`src/rtl/uart_pixel_packer.sv`:
```
// uart_pixel_packer: packs UART byte pairs into RGB565 pixel writes.
// Optional A5 5A header, idle-timeout abort, frame counting.
module uart_pixel_packer #(
  parameter int IMG_PIX     = 65536,
  parameter int TIMEOUT_CYC = 500000,
  parameter bit HDR_EN      = 1'b1
) (
  input  logic        clk,
  input  logic        rst,
  input  logic [7:0]  rx_data,
  input  logic        rx_done,
  output logic        ram_wren,
  output logic [15:0] ram_wraddr,
  output logic [15:0] ram_wrdata,
  output logic        frame_done,
  output logic        err_timeout,
  output logic        busy,
  output logic [7:0]  frame_cnt,
  output logic        LED
);

  typedef enum logic [1:0] {
    IDLE, HDR2, PIX_HI, PIX_LO
  } state_t;

  localparam state_t HOME = HDR_EN ? IDLE : PIX_HI;
  localparam logic [15:0] LAST = 16'(IMG_PIX - 1);
  localparam logic [23:0] TO_END = 24'(TIMEOUT_CYC - 1);

  state_t      state, state_d;
  logic [15:0] pix_cnt, pix_cnt_d;
  logic [23:0] to_cnt;
  logic [7:0]  hi_q, hi_d;
  logic        act, act_d;
  logic        to_run, to_hit;
  logic        wr_go, last_px;

  // timeout arming and pixel-completion qualifiers
  always_comb begin
    to_run  = (state != IDLE) && (HDR_EN || act);
    to_hit  = to_run && !rx_done && (to_cnt == TO_END);
    wr_go   = (state == PIX_LO) && rx_done;
    last_px = wr_go && (pix_cnt == LAST);
  end

  // next state, pixel counter, high-byte latch, frame activity
  always_comb begin
    state_d   = state;
    pix_cnt_d = pix_cnt;
    hi_d      = hi_q;
    act_d     = act;
    if (to_hit) begin
      state_d   = HOME;
      pix_cnt_d = '0;
      hi_d      = '0;
      act_d     = 1'b0;
    end else if (rx_done) begin
      unique case (state)
        IDLE: begin
          if (rx_data == 8'hA5) begin
            state_d = HDR2;
            act_d   = 1'b1;
          end
        end
        HDR2: begin
          if (rx_data == 8'h5A) begin
            state_d   = PIX_HI;
            pix_cnt_d = '0;
          end else if (rx_data != 8'hA5) begin
            state_d = IDLE;
            act_d   = 1'b0;
          end
        end
        PIX_HI: begin
          hi_d    = rx_data;
          state_d = PIX_LO;
          act_d   = 1'b1;
        end
        PIX_LO: begin
          if (last_px) begin
            state_d   = HOME;
            pix_cnt_d = '0;
            act_d     = 1'b0;
          end else begin
            state_d   = PIX_HI;
            pix_cnt_d = pix_cnt + 16'd1;
          end
        end
      endcase
    end
  end

  // state register
  always_ff @(posedge clk or posedge rst) begin
    if (rst) begin
      state   <= HOME;
      pix_cnt <= '0;
      hi_q    <= '0;
      act     <= 1'b0;
    end else begin
      state   <= state_d;
      pix_cnt <= pix_cnt_d;
      hi_q    <= hi_d;
      act     <= act_d;
    end
  end

  // idle timer: restarts on every byte, held clear when not armed
  always_ff @(posedge clk or posedge rst) begin
    if (rst)
      to_cnt <= '0;
    else if (rx_done || !to_run || to_hit)
      to_cnt <= '0;
    else
      to_cnt <= to_cnt + 24'd1;
  end

  // registered write port and frame status, one cycle after the byte
  always_ff @(posedge clk or posedge rst) begin
    if (rst) begin
      ram_wren    <= 1'b0;
      ram_wraddr  <= '0;
      ram_wrdata  <= '0;
      frame_done  <= 1'b0;
      err_timeout <= 1'b0;
      frame_cnt   <= '0;
      LED         <= 1'b0;
    end else begin
      ram_wren    <= wr_go;
      frame_done  <= last_px;
      err_timeout <= to_hit;
      if (wr_go) begin
        ram_wraddr <= pix_cnt;
        ram_wrdata <= {hi_q, rx_data};
      end
      if (last_px) begin
        frame_cnt <= frame_cnt + 8'd1;
        LED       <= ~LED;
      end
    end
  end

  // busy spans the frame, including its frame_done cycle
  always_comb busy = act | frame_done;

endmodule

```
`config.mk`:
```
export PLATFORM = sky130hd
export DESIGN_NAME = uart_pixel_packer
export DESIGN_NICKNAME = d
export VERILOG_FILES = /design/src/rtl/uart_pixel_packer.sv
export SDC_FILE = /design/constraint.sdc
export NUM_CORES = 1
export LEC_CHECK = 0
export ABC_AREA = 1
export BUFFER_PORTS_ARGS = -buffer_cell sky130_fd_sc_hd__clkbuf_2
export CORE_MARGIN = 5
export CORE_UTILIZATION = 25
export DETAILED_ROUTE_END_ITERATION = 16
export PLACE_DENSITY = 0.45
export REMOVE_ABC_BUFFERS = 1
export SYNTH_ARGS = -nofsm -noshare
export SYNTH_HDL_FRONTEND = slang
export SYNTH_SLANG_ARGS = --single-unit
```
`constraint.sdc`:
```
create_clock -name clk -period 4.5 [get_ports clk]
set_input_delay 0.9 -clock clk [delete_from_list [all_inputs] [get_ports clk]]
set_output_delay 0.9 -clock clk [all_outputs]
set_load 0.005 [all_outputs]
```
==> impl_results.md <==
- Crit Path Class: in -> reg
- Residual DRC count: 0
- Commonest non-fill, non-tap cell in the layout: nand2_1
- Die area: 0.0216 sq mm
- Delay-heaviest family, CP: simple AND/OR/NAND/NOR gates
- IO Count: 56
- Dominant synthesized flop cell: dfrtp_1
- Crit path time final: 2.48 ns
- Layout net count: 641
- Postcts setup bufs: 0
- Cells along the critical path: clkbuf_2 -> nor2_1 -> nand4_1 -> o21ai_1 -> o22ai_1
- Req. time, crit path: 4.70 ns
- Post-Syn Instances: 574
- Initial antenna violation count: 0
- Met2 global-route usage: 0.169
- Via density: 4.34
- # Max-Cap Violations: 0
- Layout area overhead: 17.7%
- Num rows: 50
- Number of global-route vias before repair: 3737
- Effective utilization at floorplan: 0.253
- Hold_sp: to_cnt[0]
- Post-synthesis cell type count: 31
- Drt first pass iters: 5
- Synth warn: 0
- Fin. Hold Viols: 0
- Final WL: 11300 um
- Met3 usage: 0.0299
- WL/cell: 13.0 um
- Total power: 2.34 mW
- Final period util: 0.552
- Critical path startpoint: rx_done
- Core Region: 0.0186 sq mm
- Port Buf Inserts: 55
- Slowest CP cell: o21ai_1
- Clock transition at path regs: 0.07 ns
- GR Overflow Total: 0
- CP max stage delay: 0.64 ns
- Largest net degree at the start of global routing: 77
- Most frequent cells in the layout: nand2_1 (151), dfrtp_1 (95), nor2_1 (72)
- CTS Hold Buffers Added: 0
- Layout Skew: 0.00524 ns
- Worst Setup End Kind: register
- Syn Area/Cell: 8.19 sq um
- Die height: 147 um
- First-pass GRT wire length: 18900 um
- M1 GR Usage: 0.145
- Most used routing layer in global routing: met2
- Drt initial violations: 253
- Max-slew headroom: 0.363
- Vias: 3762
- GP Congestion: 0.806
- Clock buffer depth: 2
- Total GRT Usage: 0.109
- DIE WIDTH: 147 um
- TNS Setup: 0 ns
- Root Buffer: clkbuf_16
- Latest clock arrival within the worst-skew pair: 0.35 ns
- VDD IR max: 0.183 mV
- Post-DP HPWL: 8110 um
- Worst min path class: reg -> reg
- Pins Over Slew Limit: 0
- Unrepaired setup endpoints after global routing: no
- Critical Path Start Type: input port
- Mapped cell area: 0.00470 sq mm
- Detail Route Antenna Nets: 0
- Share of synthesized registers carrying an async set or reset: 1.00
- Achievable Freq: 0.403 GHz
- LEAKAGE: 2.64 nW
- Reg2reg start: to_cnt[0]
- CTS Sinks: 95
- Final Setup Violations: 0
- Quantity of gates resized following cts: 0
- Num CTS Buffers: 9
- Buf/Inv on CP: 1
- Least-Margin Pin Slew: 0.955 ns
- Htree depth: 3
- Register area share after synthesis: 0.506
- Status: finished clean
- Worst path arrival time: 2.68 ns
- Number of synthesized register bits: 95
- PD cells: 422 mW/mm^2
- CP Max Fanout: 15
- CTS tree: yes
- Post-synth EDFFs: 0
- Layout cells sized above 1: 0.168
- N_diodes: 0
cells in the mapped netlist (all sizes together), types with 8 or more instances:
library cell  instances  area [sq um]
nand2               158           611
dfrtp                95          2380
nor2                 80           340
inv                  61           229
o21ai                40           226
nand3                30           168
nand4                27           169
xor2                 24           210
nor3                 15          75.1
clkbuf               10          37.5
o22ai                 8          50.1
stage by stage:
stage          cells  hold slack [ns]  worst slack, ns  area (sq um)   util
2_1_floorplan    559            0.433             1.12          4620      -
3_3_place_gp     850            0.448             1.76          5210  0.281
3_5_place_dp     850            0.459             1.65          5210  0.281
4_1_cts          866            0.468             2.02          5530  0.298
5_1_grt          866            0.501             1.76          5530  0.298
6_report         866            0.474             2.02          5530  0.298
flip-flops by register name, summed over array words and instances (netlist names):
name	count
LED	1
act	1
err_timeout	1
frame_cnt	8
frame_done	1
hi_q	8
pix_cnt	16
ram_wraddr	16
ram_wrdata	16
ram_wren	1
state	2
to_cnt	24
kinds of logic (layout without fill, tap and decap cells):
kind of cell | after synthesis | after routing | share of synthesized area
DFF | 95 | 95 | 0.506
and+or+nand+nor | 315 | 315 | 0.297
buffers and inverters | 76 | 134 | 0.0647
adders and majority gates | 3 | 3 | 0.00799
xor gates and xnor gates | 28 | 28 | 0.0522
muxes | 1 | 1 | 0.00240
AOI/OAI and AO/OA | 56 | 56 | 0.0698
routing by layer:
metal	up-vias	share of wire	wire, um
met2	59	0.45	5110
met4	0	0.017	191
li1	1944	-	-
met1	1749	0.49	5530
met5	-	0	0
met3	10	0.039	445
worst reg2reg max path: stages, from the launching register on:
cell and delay, ns:
dfrtp_1 0.38, ha_1 0.19, nand3_1 0.19, nor2_1 0.16, nand4_1 0.59, o21ai_1 0.64, o22ai_1 0.14
worst paths after layout:
check | cells past startpoint | slack, ns | to
hold / removal | 1 | 0.47 | to_cnt[0]
setup / recovery | 5 | 2.02 | hi_q[3]
setup reg to reg | 6 | 2.07 | hi_q[3]
hold reg to reg | 1 | 0.47 | to_cnt[0]
min in group asynchronous | 2 | 0.76 | frame_cnt[0]
max in group asynchronous | 3 | 2.89 | ram_wrdata[2]
layout make-up:
cell class                      count  area, sq um
Timing Repair Buffer               57          290
Fill cell                        1973        13000
Clock buffer                       12          267
Multi-Input combinational cell    403         2020
Clock inverter                      4         51.3
Inverter                           61          231
Sequential cell                    95         2380
Tap cell                          234          293
power breakdown:
part	internal, mW	switching (mW)
Clock	0.477	0.327
Combinational	0.165	0.297
Sequential	0.989	0.0804
Power figures use the tool's default switching activity.
